<file path="src/rtl/arith_pkg.sv">
// Shared arithmetic helpers: width/stage bookkeeping for the pipelined ripple-carry adders.
package arith_pkg;

  function automatic int clog2(input int v);
    int r;
    r = 0;
    while ((1 << r) < v) r++;
    return r;
  endfunction

  function automatic bit chunk_ok(input int w, input int c);
    return (c > 0) && (w >= c) && ((w % c) == 0);
  endfunction

  // Enabled cycles from operand capture to result: input register plus one per slice.
  function automatic int stg_lat(input int w, input int c);
    return (w / c) + 1;
  endfunction

  // Bit offset of stage k's leftover B operand in the packed skew line; stage k keeps w-k*c bits.
  function automatic int y_off(input int k, input int w, input int c);
    return k * w - (c * k * (k - 1)) / 2;
  endfunction

  localparam int  DEF_WIDTH    = 16;
  localparam int  DEF_CHUNK    = 4;
  localparam bit  DEF_CHUNK_OK = chunk_ok(DEF_WIDTH, DEF_CHUNK);
  localparam int  STG_LAT      = stg_lat(DEF_WIDTH, DEF_CHUNK);

endpackage

</file>
<file path="src/rtl/pip_rca_chunk.sv">
// Combinational CHUNK-bit ripple adder slice; c_msb exposes the carry into the top bit.
module pip_rca_chunk
  import arith_pkg::*;
#(
  parameter int CHUNK = 4
) (
  input  logic [CHUNK-1:0] a,
  input  logic [CHUNK-1:0] b,
  input  logic             ci,
  output logic [CHUNK-1:0] s,
  output logic             co,
  output logic             c_msb
);

  logic [CHUNK:0] cy;

  assign cy[0] = ci;

  for (genvar i = 0; i < CHUNK; i++) begin : g_bit
    assign s[i]    = a[i] ^ b[i] ^ cy[i];
    assign cy[i+1] = (a[i] & b[i]) | (cy[i] & (a[i] ^ b[i]));
  end

  assign co    = cy[CHUNK];
  assign c_msb = cy[CHUNK-1];

endmodule

</file>
<file path="src/rtl/pip_rca_param.sv">
// Pipelined ripple-carry adder/subtractor: one CHUNK-bit slice resolved per stage,
// with valid tagging, global stall and signed-overflow flag.
module pip_rca_param
  import arith_pkg::*;
#(
  parameter int WIDTH = 16,
  parameter int CHUNK = 4
) (
  input  logic             clk,
  input  logic             rst_n,
  input  logic             en,
  input  logic             in_valid,
  input  logic [WIDTH-1:0] a,
  input  logic [WIDTH-1:0] b,
  input  logic             cin,
  input  logic             sub,
  output logic [WIDTH-1:0] s,
  output logic             cout,
  output logic             ovf,
  output logic             out_valid
);

  localparam int NSTG = WIDTH / CHUNK;
  localparam int YW   = y_off(NSTG, WIDTH, CHUNK);

  if (!chunk_ok(WIDTH, CHUNK)) begin : g_bad_cfg
    $error("pip_rca_param: WIDTH must be a non-zero multiple of CHUNK");
  end

  // x_q[k] = {slice sums done so far, A bits not yet consumed}; rotates right by CHUNK per stage
  logic [WIDTH-1:0] x_q [0:NSTG];
  logic [WIDTH-1:0] x_d [0:NSTG];
  logic [YW-1:0]    y_q, y_d;
  logic [NSTG:0]    c_q, c_d;
  logic [NSTG:0]    v_q, v_d;
  logic             ovf_q, ovf_d;
  logic [NSTG-1:0]  sl_co, sl_cm;
  logic [NSTG-1:0]  cm_unused;

  assign x_d[0]           = a;
  assign y_d[WIDTH-1:0]   = sub ? ~b : b;
  assign c_d[0]           = sub ? ~cin : cin;
  assign v_d[0]           = in_valid;

  for (genvar k = 0; k < NSTG; k++) begin : g_stg
    localparam int YO = y_off(k, WIDTH, CHUNK);
    logic [CHUNK-1:0] sum_k;

    pip_rca_chunk #(.CHUNK(CHUNK)) u_chunk (
      .a     (x_q[k][CHUNK-1:0]),
      .b     (y_q[YO +: CHUNK]),
      .ci    (c_q[k]),
      .s     (sum_k),
      .co    (sl_co[k]),
      .c_msb (sl_cm[k])
    );

    assign x_d[k+1] = (x_q[k] >> CHUNK) | (WIDTH'(sum_k) << (WIDTH - CHUNK));
    assign c_d[k+1] = sl_co[k];
    assign v_d[k+1] = v_q[k];
  end

  // B skew line: each stage drops the slice it just consumed.
  for (genvar k = 1; k < NSTG; k++) begin : g_ydly
    localparam int SRC = y_off(k - 1, WIDTH, CHUNK) + CHUNK;
    localparam int DST = y_off(k, WIDTH, CHUNK);
    localparam int RW  = WIDTH - k * CHUNK;
    assign y_d[DST +: RW] = y_q[SRC +: RW];
  end

  // Only the top slice's carry-into-MSB feeds overflow.
  assign cm_unused = sl_cm;
  assign ovf_d     = sl_cm[NSTG-1] ^ sl_co[NSTG-1];

  always_ff @(posedge clk or negedge rst_n) begin
    if (!rst_n) begin
      x_q   <= '{default: '0};
      y_q   <= '0;
      c_q   <= '0;
      v_q   <= '0;
      ovf_q <= 1'b0;
    end else if (en) begin
      x_q   <= x_d;
      y_q   <= y_d;
      c_q   <= c_d;
      v_q   <= v_d;
      ovf_q <= ovf_d;
    end
  end

  assign s         = x_q[NSTG];
  assign cout      = c_q[NSTG];
  assign ovf       = ovf_q;
  assign out_valid = v_q[NSTG];

endmodule

</file>
<file path="config.mk">
export PLATFORM = sky130hd
export DESIGN_NAME = pip_rca_param
export DESIGN_NICKNAME = d
export VERILOG_FILES = /design/src/rtl/arith_pkg.sv /design/src/rtl/pip_rca_chunk.sv /design/src/rtl/pip_rca_param.sv
export SDC_FILE = /design/constraint.sdc
export NUM_CORES = 1
export LEC_CHECK = 0
export ABC_AREA = 0
export ABC_CLOCK_PERIOD_IN_PS = 2650
export BUFFER_PORTS_ARGS = -buffer_cell sky130_fd_sc_hd__buf_2
export CAP_MARGIN = 20
export CORE_ASPECT_RATIO = 0.5
export CORE_UTILIZATION = 40
export DETAILED_ROUTE_END_ITERATION = 10
export SLEW_MARGIN = 5
export SYNTH_ARGS = -nofsm -noshare
export SYNTH_HDL_FRONTEND = slang
export SYNTH_SLANG_ARGS = --single-unit
</file>
<file path="constraint.sdc">
create_clock -name clk -period 2.65 [get_ports clk]
set_input_delay 0.265 -clock clk [delete_from_list [all_inputs] [get_ports clk]]
set_output_delay 0.265 -clock clk [all_outputs]
set_load 0.02 [all_outputs]
</file>
==> PnR_summary.wiki, run 1 <==
{| class="wikitable"
! Metric !! Value
|-
| Status || finished clean
|-
| Startpoint class of the critical path || flip-flop
|-
| Count of pins on the block boundary || 57
|-
| Syn Area/Cell || around 14 um^2
|-
| Power per unit of standard cell area || approximately 1000 nW/um^2
|-
| Endpoints failing hold || 0
|-
| Net count after synthesis || 441
|-
| # rows || 29
|-
| CP most frequent cell || fa_1
|-
| Main synth FF type || dfrtp_1
|-
| Number of buffers added by the clock tree synthesis step || 17
|-
| Overall Global Routing Usage || 13.90%
|-
| Share of flip-flops with an asynchronous set or reset after synthesis || 100.0%
|-
| Critical Path Fanout Max || 2
|-
| Sum of internal, switching and leakage power || 6.484 mW
|-
| Slew Limit Fails || 0
|-
| Setup TNS Final || 0 ns
|-
| Data arrival, critical path || ~2.6 ns
|-
| End point of the most critical hold path || x_q[67]$_DFFE_PN0P_
|-
| Cell area after synthesis || 5439 um^2
|-
| VDD IR max || 0.3947 mV
|-
| Residual DRC || 0
|-
| Count of state elements after synthesis || approximately 130
|-
| Number of DRC markers in iteration 0 || about 130
|-
| Startpoint of the worst register-to-register path || y_q[36]$_DFFE_PN0P_
|-
| Core Area || 12950 um^2
|-
| Dominant combinational cell family by area after synthesis || multiplexers
|-
| Max-cap viol count || 0
|-
| Detailed placement HPWL || between 5 and 6 mm
|-
| Number of nets with antenna violations after detailed routing || 0
|-
| Final worst path period share || a little under 90%
|-
| Total of cells resized after clock tree synthesis || 0
|-
| Post-Synth Adder-Cell Area || 5.889%
|-
| Compound-cell area share of the yosys netlist || around 2.9%
|-
| Ordered cell list for the critical path || fa_1 -> inv_1 -> fa_1 -> inv_1 -> fa_1 -> inv_1 -> fa_1 -> xnor2_1 -> mux2_2
|-
| Largest net degree at the start of global routing || 76
|-
| Share of final-layout standard cells stronger than drive strength 1 || 38.83%
|-
| Wire length per cell || 13.78 um
|-
| Worst-skew pair later-pin latency || a little over 0.4 ns
|-
| Tmin final || around 2.3 ns
|-
| Worst clock skew || 0.006856 ns
|-
| Horiz. Die Dim || around 170 um
|-
| Hold Crit Start || a[3]
|-
| Final Core Density || between 50% and 60%
|-
| Gr ovfl total || 0
|-
| Area of the die || between 10000 and 15000 um^2
|-
| Total number of yosys warnings || 0
|-
| Ant. Diodes || 0
|-
| Total via count after detailed routing || around 2.9k
|-
| Data required time of the worst path || 2.94 ns
|-
| Relative area change from synthesis to final layout || 19.25%
|-
| Initial standard-cell utilization of the core || roughly two fifths
|-
| Type of the worst setup path || reg2reg
|-
| Antenna violations before repair || 0
|-
| Number of global-route vias before repair || approximately 2.9k
|-
| Placed cell count || about 600
|-
| Wire length of the first global-routing pass || approximately 15 mm
|-
| Slew @ Worst Pin || between 0.6 and 0.7 ns
|-
| Standard cell with the maximum stage delay on the critical path || fa_1
|-
| Worst R2R Path Depth || 9
|-
| Number of search-and-repair iterations in the first detailed-routing pass || 5
|-
| Endpoint of the most critical register-to-register path || ovf$_DFFE_PN0P_
|-
| Final weighted congestion in routability-driven placement || 0.7151
|-
| Most common library cell in the layout ignoring fill and taps || dfrtp_1
|-
| Final-layout worst hold slack || ~0.076 ns
|-
| Kind of end point of the critical path || flip-flop
|-
| Max Buffers Root-to-Sink || 2
|-
| Setup repair after global routing missed its margin || no
|-
| Number of sinks on the clock net || between 100 and 150
|-
| Final Non-Filler Cells || approximately 630
|-
| Most frequent cells in the layout || dfrtp_1 (131), mux2_2 (83), buf_2 (54), inv_1 (40), xnor2_1 (18)
|-
| TritonCTS clock tree || done
|-
| CTS H-tree lvls || 4
|-
| Via count normalized by instance count || about 4.5
|-
| Count of different cell masters after synthesis || 15
|-
| Fmax || 429.7 MHz
|-
| Sum of buffers and inverters on the critical path || 3
|-
| Worst hold path depth || 3
|-
| Port Buf Inserts || between 50 and 60
|-
| Proportion of synthesized area in mux cells || approximately a fifth
|-
| Hold Crit Class || in2reg
|-
| Cell family contributing the most delay on the critical path || adder cells
|-
| Post-Synth XOR/XNOR Area || under 10%
|-
| Slew headroom || between 50% and 60%
|-
| Fraction of the mapped netlist area in simple logic gates || under 10%
|-
| Slowest cell delay on critical path || around 0.45 ns
|-
| Count of final setup violators || 0
|-
| Fraction of the yosys area taken by sequential cells || roughly three fifths
|-
| Final nets || 503
|-
| Leakage Power || roughly 3 nW
|-
| Register-to-register path setup slack || 0.32 ns
|-
| Clock-pin transition on the worst setup and hold timing paths || about 0.050 ns
|-
| DRT Wirelength || approximately 8.7 mm
|-
| Number of enable flip-flop cells after synthesis || 0
|-
| Chip Height || 84.46 um
|-
| Post-synthesis cell count || ~390
|-
| Clock root cell || clkbuf_16
|}
[repair_timing]
| item | 4_1_cts | 5_1_grt |
|---|---|---|
| hold endpoints to repair | 72 | 0 |
| setup buffers | 0 | 0 |
| hold buffers | 1 | 0 |
[area by class of cell]
class / instances / area, um^2
clock inverter: 10 / 132.6
fill: 1164 / 6467
tap: 170 / 212.7
clock buffer: 21 / 460.4
sequential: 131 / 3278
multi-input combinational: 196 / 1879
timing repair buffer: 63 / 372.9
inverter: 40 / 150.1
[layer usage]
| layer | GRT usage (%) | part of all wire (%) | vias up |
|---|---|---|---|
| met5 | 0 | 0 | - |
| met1 | 20.40 | 54 | 1423 |
| met4 | 5.051 | 1.0 | 0 |
| met3 | 5.092 | 4.2 | 8 |
| met2 | 18.64 | 41 | 39 |
| li1 | - | - | 1398 |
[worst max path at each step]
stage,from,end,slack [ns],cells past startpoint
floorplan,c_q[3]$_DFFE_PN0P_,ovf$_DFFE_PN0P_,0.40,9
global placement,c_q[3]$_DFFE_PN0P_,ovf$_DFFE_PN0P_,0.35,9
detailed placement,y_q[36]$_DFFE_PN0P_,ovf$_DFFE_PN0P_,0.30,9
CTS,y_q[36]$_DFFE_PN0P_,ovf$_DFFE_PN0P_,0.29,9
global route,y_q[36]$_DFFE_PN0P_,ovf$_DFFE_PN0P_,0.16,9
finish,y_q[36]$_DFFE_PN0P_,ovf$_DFFE_PN0P_,0.32,9
[sequential cells by signal, indices dropped and copies added (netlist names)]
register	flops
c_q	5
ovf	1
s	16
v_q	5
x_q	64
y_q	40
[where the power goes]
group	switching, mW	leakage (nW)	internal, mW
logic	0.655	1.16	0.660
registers	0.282	1.52	2.54
clock network	0.827	0.285	1.52
total	1.76	2.97	4.72
[logic make-up (layout without fill, tap and decap cells)]
kind of cell	Yosys count	in the layout
flip-flops	131	131
multiplexers	100	100
buffers and inverters	60	134
AO/OA/AOI/OAI	31	31
AND/OR/NAND/NOR	31	31
XOR/XNOR	18	18
adder cells (fa/ha/maj)	16	16
[worst register-to-register path, delay by kind of cell, from the launching register on]
kind | cells | cell delay [ns]
XOR/XNOR | 1 | 0.14
adder cells (fa/ha/maj) | 4 | 1.23
buffers and inverters | 3 | 0.21
flip-flops | 1 | 0.38
multiplexers | 1 | 0.25
[synth_stat cells, types with 3 or more instances]
cell	count	area, um^2
buf_2	12	60.06
buf_4	3	22.52
fa_1	16	320.3
nor2_1	17	63.81
a21oi_1	17	85.08
o21ai_0	14	70.07
nand2_1	14	52.55
mux2_2	83	934.7
mux2i_1	12	120.1
dfrtp_1	131	3278
inv_1	40	150.1
buf_6	4	45.04
mux2_4	5	75.07
xnor2_1	18	157.7
[through the flow]
step,cell area [um^2],setup WS [ns]
after floorplan,5439,0.4042
after global placement,5883,0.3489
after detailed placement,5883,0.2985
after CTS,6486,0.2886
after global routing,6486,0.1617
final,6486,0.3230
No activity file was read; power rests on OpenSTA's default activity.
==> run 2: changes to the inputs <==
Settings changed: ABC_CLOCK_PERIOD_IN_PS 2650 to 2960, SETUP_SLACK_MARGIN set to 0.1.
Clock period 2.65 ns to 2.96 ns, I/O delays scaled along.
==> run 2 against run 1 <==
Utilization decreased by 0.087 points; largest power group unchanged; routed wire length increased by 2.7%; critical endpoint unchanged; global-route usage increased by 0.78 points; largest cell class unchanged; via count increased by 1.4%; highest routed layer unchanged; total power decreased by 10%.
==> PnR_summary.wiki, run 2 (synthesized netlist as in run 1, its figures left out) <==
{| class="wikitable"
! Metric !! Value
|-
| Detailed placement HPWL || 5.921 mm (+3.2%)
|-
| Residual DRC || 0 (unchanged)
|-
| Final nets || 504 (+0.20%)
|-
| Final worst path period share || 80.58% (-7.2 points)
|-
| DRT Wirelength || 8.932 mm (+2.7%)
|-
| Total area of sequential cells || 3278 um^2 (unchanged)
|-
| Max Buffers Root-to-Sink || 2 (unchanged)
|-
| Data required time of the worst path || 3.25 ns (+0.31 ns)
|-
| Relative area change from synthesis to final layout || 19.05%
|-
| Number of search-and-repair iterations in the first detailed-routing pass || 4 (-1)
|-
| Largest register FFs || 64 (unchanged)
|-
| Count of pins on the block boundary || 57 (unchanged)
|-
| Number of nets with antenna violations after detailed routing || 0 (unchanged)
|-
| Gr ovfl total || 0 (unchanged)
|-
| Sum of internal, switching and leakage power || 5.804 mW (-10%)
|-
| Postcts setup bufs || 0 (unchanged)
|-
| Overall Global Routing Usage || 14.68% (+0.78 points)
|-
| Final weighted congestion in routability-driven placement || 0.7288 (+1.9%)
|-
| Most frequent cells in the layout || dfrtp_1 (131), mux2_2 (83), buf_2 (54), inv_1 (40), xnor2_1 (18)
|-
| Kind of end point of the critical path || flip-flop
|-
| Via count normalized by instance count || 4.592 (+1.0%)
|-
| Worst clock skew || 0.006939 ns (+0.00008329 ns)
|-
| Area of the die || 14100 um^2 (unchanged)
|-
| Register-to-register path setup slack || 0.57 ns (+0.25 ns)
|-
| Clock-pin transition on the worst setup and hold timing paths || 0.06 ns (about the same)
|-
| Type of the worst setup path || reg2reg
|-
| CP most frequent cell || fa_1
|-
| # rows || 29 (unchanged)
|-
| Pre-CTS setup slack || 0.5888 ns (+0.2902 ns)
|-
| Slew Limit Fails || 0 (unchanged)
|-
| Slowest cell delay on critical path || 0.46 ns (about the same)
|-
| Horiz. Die Dim || 166.9 um (unchanged)
|-
| Final Non-Filler Cells || 633 (+0.32%)
|-
| Register name with the most flops || x_q
|-
| Total via count after detailed routing || 2907 (+1.4%)
|-
| Data arrival, critical path || 2.68 ns (+0.07 ns)
|-
| Setup repair after global routing missed its margin || no
|-
| Ant. Diodes || 0 (unchanged)
|-
| Share of final-layout standard cells stronger than drive strength 1 || 38.66% (-0.17 points)
|-
| Standard cell with the maximum stage delay on the critical path || fa_1
|-
| Leakage Power || 2.964 nW (-0.16%)
|-
| Startpoint of the worst register-to-register path || c_q[3]$_DFFE_PN0P_
|-
| Max-cap viol count || 0 (unchanged)
|-
| Number of buffers added by the clock tree synthesis step || 17 (unchanged)
|-
| Fillers || 1145 (-1.6%)
|-
| Power per unit of standard cell area || 896.3 nW/um^2 (-10%)
|-
| Placed cell count || 600 (+0.17%)
|-
| Worst-skew pair later-pin latency || 0.41 ns (about the same)
|-
| Hold Crit Class || in2reg
|-
| Endpoints failing hold || 0 (unchanged)
|-
| Area of the multi-input gates || 1879 um^2 (unchanged)
|-
| Largest net degree at the start of global routing || 66 (-13%)
|-
| Slew @ Worst Pin || 0.6002 ns (-0.08539 ns)
|-
| Startpoint class of the critical path || flip-flop
|-
| Chip Height || 84.46 um (unchanged)
|-
| Wire length of the first global-routing pass || 15.70 mm (+4.9%)
|-
| Port Buf Inserts || 56 (unchanged)
|-
| Wire length per cell || 14.11 um (+2.4%)
|-
| Minimum setup slack in the final design || 0.5750 ns (+0.2520 ns)
|-
| Hold Crit Start || a[3]
|-
| Fmax || 419.3 MHz (-2.4%)
|-
| Ordered cell list for the critical path || fa_1 -> inv_1 -> fa_1 -> inv_1 -> fa_1 -> inv_1 -> fa_1 -> xnor2_1 -> mux2_2
|-
| Placed inst area || 5878 um^2 (about the same)
|-
| Tmin final || 2.385 ns (+0.05800 ns)
|-
| Status || finished clean
|-
| CTS H-tree lvls || 4 (unchanged)
|-
| Most common library cell in the layout ignoring fill and taps || dfrtp_1
|-
| Total of cells resized after clock tree synthesis || 0 (unchanged)
|-
| VDD IR max || 0.3457 mV (-12%)
|-
| Setup TNS Final || 0 ns (unchanged)
|-
| Count of final setup violators || 0 (unchanged)
|-
| Initial standard-cell utilization of the core || 41.99% (unchanged)
|-
| CP startpoint || c_q[3]$_DFFE_PN0P_
|-
| TritonCTS clock tree || done
|-
| Number of DRC markers in iteration 0 || 74 (-45%)
|-
| Cell area after layout || 6475 um^2 (-0.17%)
|-
| Antenna violations before repair || 0 (unchanged)
|-
| Number of sinks on the clock net || 131 (unchanged)
|-
| Core Area || 12950 um^2 (unchanged)
|-
| Critical Path Fanout Max || 2 (unchanged)
|-
| Number of global-route vias before repair || 3065 (+6.5%)
|-
| Clock root cell || clkbuf_16
|-
| Slew headroom || 59.98% (+5.7 points)
|}
-- run 2: cell count changes in the layout (fill, tap and decap cells not counted), sizes merged --
cell | previous run | this run
buf | 62 | 63
clkbuf | 21 | 22
-- run 2: worst paths after layout --
check,endpoint,cells past startpoint
max,ovf$_DFFE_PN0P_,9
min in group asynchronous,s[9]$_DFFE_PN0P_,2
min,x_q[67]$_DFFE_PN0P_,3
max reg2reg,ovf$_DFFE_PN0P_,9
min reg2reg,x_q[35]$_DFFE_PN0P_,2
max in group asynchronous,x_q[37]$_DFFE_PN0P_,3
-- run 2: final cells by class --
class | count | share of cell area (%)
tap | 170 | 3.285
clock buffer | 22 | 7.014
multi-input combinational | 196 | 29.02
clock inverter | 10 | 2.048
sequential | 131 | 50.63
inverter | 40 | 2.319
timing repair buffer | 64 | 5.681
-- run 2: critical path: cells and delay by family (launching register included) --
kind,cells,cell delay (ns)
xor gates and xnor gates,1,0.14
adders and majority gates,4,1.27
buffers and inverters,3,0.22
DFF,1,0.39
muxes,1,0.25
-- run 2: routing by layer --
layer,track usage (%),vias to the layer above,share of wire [%]
li1,-,1394,-
met1,20.94,1459,53
met2,20.50,42,42
met3,4.196,12,3.3
met4,7.323,0,1.6
met5,0,-,0
-- run 2: stage by stage --
stage / hold WS [ns] / util, %
floorplan: 0.0004090 / -
global placement: 0.3242 / 45.38
detailed placement: 0.3325 / 45.38
CTS: 0.08987 / 49.99
global route: 0.09346 / 49.99
finish: 0.1033 / 49.99
-- run 2: what timing repair did --
item,4_1_cts,5_1_grt
setup endpoints to repair,0,0
hold endpoints to repair,62,0
hold buffers,1,0
-- run 2: report_power, final --
| part | switching, mW | internal, mW |
|---|---|---|
| Clock | 0.749 | 1.34 |
| Combinational | 0.579 | 0.586 |
| Sequential | 0.274 | 2.28 |
| Total | 1.60 | 4.20 |
